===== config.mk =====
export PLATFORM = sky130hd
export DESIGN_NAME = multicycle_ctrl_flat
export DESIGN_NICKNAME = d
export VERILOG_FILES = /design/src/rtl/multicycle_ctrl_if.sv /design/src/rtl/multicycle_ctrl.sv /design/src/flat_wrapper.sv
export SDC_FILE = /design/constraint.sdc
export NUM_CORES = 1
export LEC_CHECK = 0
export ABC_AREA = 1
export CORE_ASPECT_RATIO = 0.7
export CORE_MARGIN = 2
export CORE_UTILIZATION = 45
export CTS_BUF_LIST = sky130_fd_sc_hd__clkbuf_8
export DETAILED_ROUTE_END_ITERATION = 6
export GPL_TIMING_DRIVEN = 0
export PLACE_DENSITY = 0.76
export SETUP_SLACK_MARGIN = 0.3
export SLEW_MARGIN = 0
export SYNTH_ARGS = -nofsm -noshare
export SYNTH_HDL_FRONTEND = slang
export SYNTH_SLANG_ARGS = --single-unit

===== constraint.sdc =====
create_clock -name clk_i -period 1.7 [get_ports clk_i]
set_input_delay 0.255 -clock clk_i [delete_from_list [all_inputs] [get_ports clk_i]]
set_output_delay 0.255 -clock clk_i [all_outputs]
set_load 0.01 [all_outputs]

===== src/rtl/multicycle_ctrl_if.sv =====
// Handshake and control bundle between the multicycle controller and its datapath/testbench.
interface multicycle_ctrl_if #(
  parameter int CNT_W = 16
);
  logic             start_i;
  logic [6:0]       opcode_i;
  logic             zero_i;
  logic             mem_ready_i;
  logic             mem_req_o;
  logic             mem_we_o;
  logic             iord_o;
  logic             ir_write_o;
  logic             pc_write_o;
  logic             pc_src_o;
  logic             reg_write_o;
  logic [1:0]       wb_sel_o;
  logic [1:0]       alu_src_a_o;
  logic [1:0]       alu_src_b_o;
  logic [1:0]       alu_op_o;
  logic [3:0]       state_o;
  logic             busy_o;
  logic             illegal_o;
  logic             timeout_o;
  logic [CNT_W-1:0] retired_o;

  // Datapath / stimulus side
  modport master (
    output start_i, opcode_i, zero_i, mem_ready_i,
    input  mem_req_o, mem_we_o, iord_o, ir_write_o, pc_write_o, pc_src_o,
           reg_write_o, wb_sel_o, alu_src_a_o, alu_src_b_o, alu_op_o,
           state_o, busy_o, illegal_o, timeout_o, retired_o
  );

  // Controller side
  modport slave (
    input  start_i, opcode_i, zero_i, mem_ready_i,
    output mem_req_o, mem_we_o, iord_o, ir_write_o, pc_write_o, pc_src_o,
           reg_write_o, wb_sel_o, alu_src_a_o, alu_src_b_o, alu_op_o,
           state_o, busy_o, illegal_o, timeout_o, retired_o
  );
endinterface


===== src/rtl/multicycle_ctrl.sv =====
// Multicycle RV32-subset control FSM: sequences fetch/decode/execute/memory/write-back,
// owns the memory handshake with wait timeout, traps illegal opcodes, counts retirements.
module multicycle_ctrl #(
  parameter int MEM_TIMEOUT = 15,
  parameter int CNT_W       = 16
) (
  input  logic               clk_i,
  input  logic               rst_i,
  multicycle_ctrl_if.slave   bus
);

  typedef enum logic [3:0] {
    IDLE     = 4'd0,
    FETCH    = 4'd1,
    DECODE   = 4'd2,
    EXEC_R   = 4'd3,
    EXEC_I   = 4'd4,
    MEM_ADDR = 4'd5,
    MEM_RD   = 4'd6,
    MEM_WR   = 4'd7,
    WB_ALU   = 4'd8,
    WB_MEM   = 4'd9,
    BRANCH   = 4'd10,
    TRAP     = 4'd15
  } state_t;

  // Moore control outputs, registered from the next state so they align with state_o
  typedef struct packed {
    logic       mem_req;
    logic       mem_we;
    logic       iord;
    logic       pc_src;
    logic       reg_write;
    logic [1:0] wb_sel;
    logic [1:0] alu_src_a;
    logic [1:0] alu_src_b;
    logic [1:0] alu_op;
    logic       busy;
  } ctl_t;

  localparam logic [6:0] OP_R  = 7'b0110011;
  localparam logic [6:0] OP_I  = 7'b0010011;
  localparam logic [6:0] OP_LW = 7'b0000011;
  localparam logic [6:0] OP_SW = 7'b0100011;
  localparam logic [6:0] OP_B  = 7'b1100011;

  // Counter only needs to reach MEM_TIMEOUT-1; the trap fires on the cycle that would make it MEM_TIMEOUT
  localparam int WAIT_W = (MEM_TIMEOUT < 2) ? 1 : $clog2(MEM_TIMEOUT + 1);
  localparam logic [WAIT_W-1:0] WAIT_LIMIT = WAIT_W'((MEM_TIMEOUT > 0) ? MEM_TIMEOUT - 1 : 0);

  state_t            state;
  state_t            state_next;
  logic [WAIT_W-1:0] wait_cnt;
  logic [WAIT_W-1:0] wait_next;
  logic [CNT_W-1:0]  retired;
  ctl_t              ctl;
  logic              illegal;
  logic              timeout;
  logic              retire;
  logic              set_illegal;
  logic              set_timeout;
  logic              mem_state;
  logic              timed_out;

  function automatic ctl_t ctl_for(state_t s);
    ctl_t c;
    c = '0;
    c.busy = (s != IDLE) && (s != TRAP);
    case (s)
      FETCH:    begin c.mem_req = 1'b1; c.alu_src_b = 2'b01; end
      DECODE:   begin c.alu_src_b = 2'b10; end
      EXEC_R:   begin c.alu_src_a = 2'b01; c.alu_op = 2'b10; end
      EXEC_I:   begin c.alu_src_a = 2'b01; c.alu_src_b = 2'b10; c.alu_op = 2'b11; end
      MEM_ADDR: begin c.alu_src_a = 2'b01; c.alu_src_b = 2'b10; end
      MEM_RD:   begin c.mem_req = 1'b1; c.iord = 1'b1; end
      MEM_WR:   begin c.mem_req = 1'b1; c.iord = 1'b1; c.mem_we = 1'b1; end
      WB_ALU:   begin c.reg_write = 1'b1; end
      WB_MEM:   begin c.reg_write = 1'b1; c.wb_sel = 2'b01; end
      BRANCH:   begin c.alu_src_a = 2'b01; c.alu_op = 2'b01; c.pc_src = 1'b1; end
      default:  c = c;
    endcase
    return c;
  endfunction

  // Next-state, retire and wait-counter decisions
  always_comb begin
    state_next  = state;
    retire      = 1'b0;
    set_illegal = 1'b0;
    set_timeout = 1'b0;
    mem_state   = (state == FETCH) || (state == MEM_RD) || (state == MEM_WR);
    timed_out   = (MEM_TIMEOUT != 0) && (wait_cnt == WAIT_LIMIT) && !bus.mem_ready_i;
    case (state)
      IDLE:     if (bus.start_i) state_next = FETCH;
      FETCH:    if (bus.mem_ready_i) state_next = DECODE;
                else if (timed_out) begin state_next = TRAP; set_timeout = 1'b1; end
      DECODE:   case (bus.opcode_i)
                  OP_R:         state_next = EXEC_R;
                  OP_I:         state_next = EXEC_I;
                  OP_LW, OP_SW: state_next = MEM_ADDR;
                  OP_B:         state_next = BRANCH;
                  default:      begin state_next = TRAP; set_illegal = 1'b1; end
                endcase
      EXEC_R,
      EXEC_I:   state_next = WB_ALU;
      MEM_ADDR: state_next = (bus.opcode_i == OP_LW) ? MEM_RD : MEM_WR;
      MEM_RD:   if (bus.mem_ready_i) state_next = WB_MEM;
                else if (timed_out) begin state_next = TRAP; set_timeout = 1'b1; end
      MEM_WR:   if (bus.mem_ready_i) retire = 1'b1;
                else if (timed_out) begin state_next = TRAP; set_timeout = 1'b1; end
      WB_ALU,
      WB_MEM,
      BRANCH:   retire = 1'b1;
      TRAP:     state_next = TRAP;
      default:  state_next = IDLE;
    endcase
    if (retire) state_next = bus.start_i ? FETCH : IDLE;

    // Entering a memory state restarts the wait count; lingering without ready advances it
    wait_next = wait_cnt;
    if ((state_next != state) &&
        ((state_next == FETCH) || (state_next == MEM_RD) || (state_next == MEM_WR)))
      wait_next = '0;
    else if (mem_state && !bus.mem_ready_i && (MEM_TIMEOUT != 0))
      wait_next = wait_cnt + 1'b1;
  end

  // State, counters, sticky trap causes and registered Moore outputs
  always_ff @(posedge clk_i or posedge rst_i) begin
    if (rst_i) begin
      state    <= IDLE;
      wait_cnt <= '0;
      retired  <= '0;
      ctl      <= '0;
      illegal  <= 1'b0;
      timeout  <= 1'b0;
    end else begin
      state    <= state_next;
      wait_cnt <= wait_next;
      ctl      <= ctl_for(state_next);
      if (retire && !(&retired)) retired <= retired + 1'b1;
      if (set_illegal) illegal <= 1'b1;
      if (set_timeout) timeout <= 1'b1;
    end
  end

  assign bus.mem_req_o   = ctl.mem_req;
  assign bus.mem_we_o    = ctl.mem_we;
  assign bus.iord_o      = ctl.iord;
  assign bus.pc_src_o    = ctl.pc_src;
  assign bus.reg_write_o = ctl.reg_write;
  assign bus.wb_sel_o    = ctl.wb_sel;
  assign bus.alu_src_a_o = ctl.alu_src_a;
  assign bus.alu_src_b_o = ctl.alu_src_b;
  assign bus.alu_op_o    = ctl.alu_op;
  assign bus.busy_o      = ctl.busy;
  // IR/PC loads follow the memory completion directly; branch PC load follows Zero
  assign bus.ir_write_o  = (state == FETCH) && bus.mem_ready_i;
  assign bus.pc_write_o  = ((state == FETCH) && bus.mem_ready_i) || ((state == BRANCH) && bus.zero_i);
  assign bus.state_o     = state;
  assign bus.illegal_o   = illegal;
  assign bus.timeout_o   = timeout;
  assign bus.retired_o   = retired;

endmodule


===== src/flat_wrapper.sv =====
// flat-port wrapper written by rule: the top's interface ports become plain ports
module multicycle_ctrl_flat 
#(
  parameter int MEM_TIMEOUT = 15,
  parameter int CNT_W       = 16
)
  (clk_i, rst_i, bus_start_i, bus_opcode_i, bus_zero_i, bus_mem_ready_i, bus_mem_req_o, bus_mem_we_o, bus_iord_o, bus_ir_write_o, bus_pc_write_o, bus_pc_src_o, bus_reg_write_o, bus_wb_sel_o, bus_alu_src_a_o, bus_alu_src_b_o, bus_alu_op_o, bus_state_o, bus_busy_o, bus_illegal_o, bus_timeout_o, bus_retired_o);
  multicycle_ctrl_if #(.CNT_W(CNT_W)) bus_i ();
  input  logic clk_i;
  input  logic rst_i;
  input wire logic [$bits(bus_i.start_i)-1:0] bus_start_i;
  input wire logic [$bits(bus_i.opcode_i)-1:0] bus_opcode_i;
  input wire logic [$bits(bus_i.zero_i)-1:0] bus_zero_i;
  input wire logic [$bits(bus_i.mem_ready_i)-1:0] bus_mem_ready_i;
  output wire logic [$bits(bus_i.mem_req_o)-1:0] bus_mem_req_o;
  output wire logic [$bits(bus_i.mem_we_o)-1:0] bus_mem_we_o;
  output wire logic [$bits(bus_i.iord_o)-1:0] bus_iord_o;
  output wire logic [$bits(bus_i.ir_write_o)-1:0] bus_ir_write_o;
  output wire logic [$bits(bus_i.pc_write_o)-1:0] bus_pc_write_o;
  output wire logic [$bits(bus_i.pc_src_o)-1:0] bus_pc_src_o;
  output wire logic [$bits(bus_i.reg_write_o)-1:0] bus_reg_write_o;
  output wire logic [$bits(bus_i.wb_sel_o)-1:0] bus_wb_sel_o;
  output wire logic [$bits(bus_i.alu_src_a_o)-1:0] bus_alu_src_a_o;
  output wire logic [$bits(bus_i.alu_src_b_o)-1:0] bus_alu_src_b_o;
  output wire logic [$bits(bus_i.alu_op_o)-1:0] bus_alu_op_o;
  output wire logic [$bits(bus_i.state_o)-1:0] bus_state_o;
  output wire logic [$bits(bus_i.busy_o)-1:0] bus_busy_o;
  output wire logic [$bits(bus_i.illegal_o)-1:0] bus_illegal_o;
  output wire logic [$bits(bus_i.timeout_o)-1:0] bus_timeout_o;
  output wire logic [$bits(bus_i.retired_o)-1:0] bus_retired_o;
  assign bus_i.start_i = bus_start_i;
  assign bus_i.opcode_i = bus_opcode_i;
  assign bus_i.zero_i = bus_zero_i;
  assign bus_i.mem_ready_i = bus_mem_ready_i;
  assign bus_mem_req_o = bus_i.mem_req_o;
  assign bus_mem_we_o = bus_i.mem_we_o;
  assign bus_iord_o = bus_i.iord_o;
  assign bus_ir_write_o = bus_i.ir_write_o;
  assign bus_pc_write_o = bus_i.pc_write_o;
  assign bus_pc_src_o = bus_i.pc_src_o;
  assign bus_reg_write_o = bus_i.reg_write_o;
  assign bus_wb_sel_o = bus_i.wb_sel_o;
  assign bus_alu_src_a_o = bus_i.alu_src_a_o;
  assign bus_alu_src_b_o = bus_i.alu_src_b_o;
  assign bus_alu_op_o = bus_i.alu_op_o;
  assign bus_state_o = bus_i.state_o;
  assign bus_busy_o = bus_i.busy_o;
  assign bus_illegal_o = bus_i.illegal_o;
  assign bus_timeout_o = bus_i.timeout_o;
  assign bus_retired_o = bus_i.retired_o;
  multicycle_ctrl #(.MEM_TIMEOUT(MEM_TIMEOUT), .CNT_W(CNT_W)) u_core (.clk_i(clk_i), .rst_i(rst_i), .bus(bus_i));
endmodule

# == Word-level counts from Yosys, hierarchy flattened ==
# Index checks and enable logic that the tools add are counted.
# totals
elab_cells,102
ff_bits,38
inputBits,12
out_inout_bits,38
# op_classes
add_sub_neg,2
n_mux,28
eq_ne,29
n_reduce_logical,28
# op_table
operator,n
$pmux W4 S9,1
$eq A4 B3 Y1 const B,8
$eq A4 B4 Y1 const B,8
$mux W4,8
$add A16 B1 Y16 const B,1
$eq A4 B2 Y1 const B,4
$pmux W4 S4,1
$reduce_and A16 Y1,1
$mux W1,15
$eq A7 B6 Y1 const B,2
$reduce_or A3 Y1,4
$eq A4 B1 Y1 const B,2
$reduce_or A2 Y1,4
$eq A7 B2 Y1 const B,1
$eq A7 B5 Y1 const B,1
$eq A7 B7 Y1 const B,1
$logic_and A1 B1 Y1,7
$pmux W2 S3,1
$logic_or A1 B1 Y1,5
$reduce_or A5 Y1,1
$add A4 B1 Y4 const B,1
$logic_not A4 Y1,1
$ne A4 B4 Y1,1
$ne A4 B4 Y1 const B,1
other kinds (6),7

# == Logic depth before layout (Yosys ltp) ==
# depth
word_depth,11
mapped_depth,13

# == Least setup slack after synthesis ==
# No wires, ideal clock.
# synth_path
kind,register to register
start,register u_core.retired[0] (netlist: u_core.bus.retired_o[0])
end,register u_core.retired[14] (netlist: u_core.bus.retired_o[14])
setup_slack_ns,-0.026
n_path_buf,0
required_time_ns,1.575
arrival_time_ns,1.601
path_stages_with_launch,11
cell_sequence,dfrtp_1 -> ha_1 -> nand3_1 -> nor2_1 -> nand3_1 -> nand2_4 -> nor2_2 -> nand2_1 -> nor2_2 -> nand3_1 -> xnor2_1
# synth_between
elab_chain_cells,3
word_cells_on_any_way,4
# synth_rtl
element,line_no,rtl
"start, declared",multicycle_ctrl.sv:55,logic [CNT_W-1:0] retired;
"start signal, assigned",multicycle_ctrl.sv:141,if (retire && !(&retired)) retired <= retired + 1'b1;
branches (longest 3 deep; another with $add A16 B1 Y16),-,
# Several ways; the timed one is not identified.
# A chain may end at the register's enable or synchronous reset.

# == Worst setup path after layout ==
# layout_path
start,register u_core.wait_cnt[1]
end,"register u_core.ctl, in the netlist u_core.bus.alu_op_o[0]"
# layout_between
elab_chain_cells,8
word_cells_on_any_way,12
# layout_rtl
element,line_no,rtl
"start, declared",multicycle_ctrl.sv:53,logic [WAIT_W-1:0] wait_cnt;
"start signal, assigned",multicycle_ctrl.sv:139,wait_cnt <= wait_next;
$eq A4 B4 Y1 *,multicycle_ctrl.sv:92,timed_out = (MEM_TIMEOUT != 0) && (wait_cnt == WAIT_LIMIT) && !bus.mem_ready_i;
$logic_and A1 B1 Y1 *,multicycle_ctrl.sv:92,
$mux W4 *,"multicycle_ctrl.sv:96, multicycle_ctrl.sv:108, multicycle_ctrl.sv:110",
$mux W4 (on tied branches),"multicycle_ctrl.sv:109, multicycle_ctrl.sv:95, multicycle_ctrl.sv:107",
$pmux W4 S9 *,multicycle_ctrl.sv:93,case (state)
$mux W4 *,multicycle_ctrl.sv:117,if (retire) state_next = bus.start_i ? FETCH : IDLE;
"$eq A4 B4 Y1, or another cell as far along",multicycle_ctrl.sv:69,case (s)
$pmux W2 S3 *,multicycle_ctrl.sv:69,
"end signal, assigned",multicycle_ctrl.sv:140,ctl <= ctl_for(state_next);
"end, declared",multicycle_ctrl.sv:56,ctl_t ctl;
# Mark *: on every way between the ends. The rest lies on a longest branch, timed or not.

==> run metrics <==
cts hold-fix bufs=0; area grow syn2layout=79.2%; CTS tree=done; Die Ht=61.3 um; Max Clk Rate=519 MHz; Via density=5.56; aggregate global-route resource usage=0.243; CP Capture Type=register; DRT Pass-1 Iters=7; layout cells sized above 1=0.484; Setup Viol. Count Final=30; Die Width=85.9 um; register area share after synthesis=0.451; CTS Root Cell=clkbuf_8; post-route setup slack=-0.227 ns; Iter 0 DRT Violations=225; reg2reg setup slack=-0.23 ns; Psw=0.00310 W; io pins=50; Slew Limit Headroom=0.487; crit-path max cell delay=0.43 ns; post-DP HPWL=3.91 mm; Longest Clk Path Bufs=2; startpoint of the worst register-to-register path=u_core.wait_cnt[1]; via count=2431; clock skew=0.0133 ns; r2r endpoint=u_core.bus.alu_op_o[0]; Worst Path Arrival=2.18 ns; Flop pwr share=0.212; DRT antenna net count=0; Fillers=224; Final Hold Fails=0; clk slew on worst S/H paths=0.09 ns; Comb pwr share=0.683; Multi-input gate area=1440 sq um; Internal=0.00357 W; leakage=2.08 nW; Power Total=0.00666 W; routed len/inst=19.1 um; clk sink count=38; Clk pwr share=0.105; core area=4430 sq um; CP Launch Type=register; number of remaining DRC errors=4; starting density of the core=0.477; fin util=0.854; largest net degree at the start of global routing=24; Worst Tran Pin Value=0.768 ns; worst skew pair latency=0.31 ns; initial antenna violation count=0; Hold Crit Class=input pin to async pin; Pins Over Slew Limit=0; maximum VDD drop=0.00109 V; row cnt=20; global-route wire length before repair=9.74 mm; Overflow after GRT=0; placed cells=364; violated checks=design-rule violations, negative setup slack; Cell Count, Final, Fillers Out=437; Mapped Cells=260; worst-path fanout max=5; htree depth=2; Ant. Diodes=0; Area contributors post-synth=dfrtp_1, nand2_1, nand3_1, nor2_1, inv_1; final net count=396; minimum clock period=1.93 ns; max-cap viol count=0; period utilization=1.13; register area=960 sq um; P per Cell Area=1760 nW/um^2; status=finished, violations left; Largest delay share family, worst path=simple AND/OR/NAND/NOR gates; Netlist cell types=29; RSZ-0062 raised after global routing=yes; Req. time, crit path=1.95 ns; worst path cell trace=ha_1 -> nand3_1 -> nand3_2 -> nand3_1 -> nand2_1 -> nor2_2 -> nand3_4 -> nand2_4 -> buf_4 -> buf_6 -> nand3_4 -> nand2_2; cts bufs inserted=5; Total Wirelength=8.35 mm; average size of a mapped cell=8.12 sq um; sw frac=0.465; yosys warns=0; worst path bufs/invs=2; FF+latch count, synth=38; TNS Setup=-3.65 ns; Crit Path Class=register to register; Synth Cell Area=2110 sq um; IO buf count=47; share of the synthesized area in the top cell type=0.451; r2r worst-path depth=12; slowest CP cell=dfrtp_1; Die ar.=5260 sq um; number of global-route vias before repair=2017; post-synth top area cell=dfrtp_1; Placer Congestion=0.923
logic make-up (layout without fill, tap and decap cells):
kind of cell / count (synthesis) / in the layout / share of synthesized area
AND/OR/NAND/NOR: 146 / 146 / 0.333
flip-flops: 38 / 38 / 0.451
buffers and inverters: 38 / 159 / 0.0723
XOR/XNOR: 18 / 18 / 0.0747
AO/OA/AOI/OAI: 15 / 15 / 0.0445
adder cells (fa/ha/maj): 3 / 3 / 0.0178
other: 1 / 2 / 0.00178
multiplexers: 1 / 1 / 0.00533
through the flow:
stage	setup WS, ns	cell area (sq um)	hold slack, ns
2_1_floorplan	0.0690	2170	0.419
3_3_place_gp	-0.399	2710	0.446
3_5_place_dp	-0.427	2740	0.461
4_1_cts	-0.0788	3190	0.402
5_1_grt	-0.327	3780	0.436
6_report	-0.227	3780	0.381
power groups by stage:
stage | Combinational [W] | Sequential [W] | Clock (W)
after detailed placement | 0.00228 | 0.00139 | 0
after floorplan | 0.00144 | 0.00143 | 0
after CTS | 0.00312 | 0.00136 | 0.000658
final | 0.00455 | 0.00141 | 0.000702
after global placement | 0.00222 | 0.00139 | 0
after global routing | 0.00479 | 0.00143 | 0.000732
cell usage after synthesis:
library cell	number
nand2_1	54
dfrtp_1	38
nor2_1	31
inv_1	30
nand3_1	27
xor2_1	12
a21oi_1	7
nand2_2	7
nor2_2	7
nand4_1	6
xnor2_1	6
inv_2	5
nand2_4	4
nand3_2	4
ha_1	3
o21ai_0	3
buf_4	2
nor3_1	2
o21bai_1	2
a22oi_1	1
conb_1	1
inv_4	1
mux2_2	1
nor3b_1	1
nor4_1	1
o21ai_1	1
o21ai_4	1
or2_2	1
or2_4	1
cells in the final DEF (no fill, tap or decap), types with 3 or more instances in the layout:
cell type	n
buf_4	47
nand2_1	33
dfrtp_1	31
dlygate4sd2_1	25
inv_1	24
buf_6	24
nor2_4	18
nand2_4	16
nand3_1	15
nor2_1	15
nand2_2	15
xor2_1	10
clkdlybuf4s50_1	10
nand3_2	9
nand3_4	7
inv_4	7
dfrtp_2	7
xnor2_1	6
nand4_1	6
clkbuf_8	6
dlymetal6s2s_1	6
nor2_2	5
inv_2	4
a21oi_2	4
a21oi_1	3
area by class of cell:
cell class,instances,area share
multi-input cells,185,0.381
repair buffers,113,0.276
flip-flops and latches,38,0.254
inverters,36,0.0417
clock buffers,6,0.0218
well taps,55,0.0182
plain buffers,2,0.00397
clock inverters,2,0.00331
worst max path at each step:
stage | from | end | slack (ns) | cells after the start
finish | u_core.wait_cnt[1] | u_core.bus.alu_op_o[0] | -0.23 | 12
global route | u_core.bus.state_o[0] | u_core.wait_cnt[2] | -0.33 | 14
CTS | u_core.bus.state_o[0] | u_core.wait_cnt[0] | -0.08 | 12
detailed placement | bus_mem_ready_i | u_core.wait_cnt[1] | -0.43 | 12
global placement | bus_mem_ready_i | u_core.wait_cnt[0] | -0.40 | 12
floorplan | u_core.bus.state_o[2] | u_core.wait_cnt[0] | 0.07 | 10
what timing repair did:
item                       in CTS  in global routing
resized for setup              87                 92
pin swaps                      18                 32
setup buffers                  33                 32
gates cloned                    0                  0
setup endpoints to repair      64                 48
worst reg2reg max path, stage by stage, from the launching register on:
cell     delay (ns)
dfrtp_1        0.43
ha_1           0.22
nand3_1        0.13
nand3_2        0.11
nand3_1        0.12
nand2_1        0.09
nor2_2         0.18
nand3_4        0.10
nand2_4        0.12
buf_4          0.12
buf_6          0.11
nand3_4        0.08
nand2_2        0.09
layer usage:
layer / GRT usage / wire length [um] / share of wire / up-vias
li1: - / - / - / 1056
met1: 0.336 / 3430 / 0.41 / 1204
met2: 0.391 / 3980 / 0.48 / 134
met3: 0.0590 / 708 / 0.085 / 37
met4: 0.0680 / 235 / 0.028 / 0
met5: 0 / 0 / 0 / -
flip-flops by register name, indices dropped and copies added, names as in the netlist:
signal                  count
u_core.bus.retired_o       16
u_core.bus.state_o          4
u_core.wait_cnt             4
u_core.bus.alu_op_o         2
u_core.bus.alu_src_b_o      2
u_core.bus.alu_src_a_o      1
u_core.bus.busy_o           1
u_core.bus.illegal_o        1
u_core.bus.iord_o           1
u_core.bus.mem_req_o        1
u_core.bus.mem_we_o         1
u_core.bus.pc_src_o         1
u_core.bus.reg_write_o      1
u_core.bus.timeout_o        1
u_core.bus.wb_sel_o         1
Power figures use the tool's default switching activity.
==> RTL edit (same settings) <==
`CNT_W` is set to 16 in 3 places; all go to 20.
--- a/src/rtl/multicycle_ctrl_if.sv
+++ b/src/rtl/multicycle_ctrl_if.sv
@@ -1,6 +1,6 @@
 // Handshake and control bundle between the multicycle controller and its datapath/testbench.
 interface multicycle_ctrl_if #(
-  parameter int CNT_W = 16
+  parameter int CNT_W = 20
 );
   logic             start_i;
   logic [6:0]       opcode_i;
--- a/src/rtl/multicycle_ctrl.sv
+++ b/src/rtl/multicycle_ctrl.sv
@@ -2,7 +2,7 @@
 // owns the memory handshake with wait timeout, traps illegal opcodes, counts retirements.
 module multicycle_ctrl #(
   parameter int MEM_TIMEOUT = 15,
-  parameter int CNT_W       = 16
+  parameter int CNT_W       = 20
 ) (
   input  logic               clk_i,
   input  logic               rst_i,
--- a/src/flat_wrapper.sv
+++ b/src/flat_wrapper.sv
@@ -2,7 +2,7 @@
 module multicycle_ctrl_flat 
 #(
   parameter int MEM_TIMEOUT = 15,
-  parameter int CNT_W       = 16
+  parameter int CNT_W       = 20
 )
   (clk_i, rst_i, bus_start_i, bus_opcode_i, bus_zero_i, bus_mem_ready_i, bus_mem_req_o, bus_mem_we_o, bus_iord_o, bus_ir_write_o, bus_pc_write_o, bus_pc_src_o, bus_reg_write_o, bus_wb_sel_o, bus_alu_src_a_o, bus_alu_src_b_o, bus_alu_op_o, bus_state_o, bus_busy_o, bus_illegal_o, bus_timeout_o, bus_retired_o);
   multicycle_ctrl_if #(.CNT_W(CNT_W)) bus_i ();
Ports: changed (resized bus_retired_o); port bits go from 50 to 54. The function was not compared with the original's and may differ.
==> RTL edit against the original RTL <==
Synthesized area grew 17%. Wire length grew 44%. Count of clock-buffer cells in the layout is the same. Utilization shrank 0.33 points. Setup slack lost 0.22 ns. The flow finishes with violations (negative setup slack). Final area grew 19%. Sequential cell count grew 4. Global-route usage grew 5.4 points. Critical path depth grew 1. Die area grew 16%. Power grew 6.9%.
==> RTL edit: results (changes against the original RTL) <==
largest_reg_flops: 20  # +4
syn_to_final_growth_pct: 81.65
synth_common_cells: "nand2_1 (77), dfrtp_1 (42), nor2_1 (29)"
fin_skew_ns: 0.01593  # +0.002617 ns
dieArea_um2: 6118  # +16%
regArea_um2: 1059  # +10%
synth_seq_cells: 42  # +11%
slew_headroom_pct: 41.90  # -6.8 points
crit_arrival_ns: 2.36  # +0.18 ns
clock_cell_area_share_pct: 2.032  # -0.48 points
drt_iter0_markers: 562  # +150%
n_fill_cell: 213  # -4.9%
yosysUniqueCellTypes: 32  # +10%
drive_gt1_share_pct: 54.51  # +6.1 points
status: "finished with violations"
violations: "negative setup slack"
setup_viol: 36  # +20%
cp_slowest_cell: "clkdlybuf4s50_1"
non_clock_buffer_area_share_pct: 27.97  # -0.047 points
grt_pass1_vias: 2726  # +35%
signal_buffers: 141  # +23%
gp_congestion: 0.8812  # -4.5%
grt_max_degree: 43  # +79%
grt_use_met1_pct: 38.20  # +4.6 points
via_per_inst: 6.129  # +10%
worst_slack_ns: -0.4429  # -0.2158 ns
power.leakage_nw: 2.391  # +15%
multi_input_gates: 225  # +22%
-- RTL edit: cell count changes after synthesis, moves of 4 or more --
cell	before	now
dfrtp_1	38	42
nand2_2	7	11
a21oi_2	0	4
nor2_2	7	13
inv_2	5	12
nand2_1	54	77
-- RTL edit: worst paths after layout --
check / endpoint / slack (ns) / depth (start not counted)
min reg2reg: u_core.bus.illegal_o / 0.48 / 1
max reg2reg: u_core.wait_cnt[2] / -0.42 / 13
min in group clk_i: u_core.bus.illegal_o / 0.48 / 1
max in group asynchronous: u_core.bus.state_o[3] / 0.66 / 2
min: u_core.wait_cnt[0] / 0.43 / 2
max: u_core.wait_cnt[2] / -0.44 / 13
-- RTL edit: power groups by stage --
stage / Sequential, mW / Combinational [mW] / Clock (mW)
after floorplan: 1.53 / 1.71 / 0
after global placement: 1.49 / 2.45 / 0
after detailed placement: 1.49 / 2.53 / 0
after CTS: 1.36 / 3.49 / 0.667
after global routing: 1.42 / 5.16 / 0.740
final: 1.42 / 4.99 / 0.708
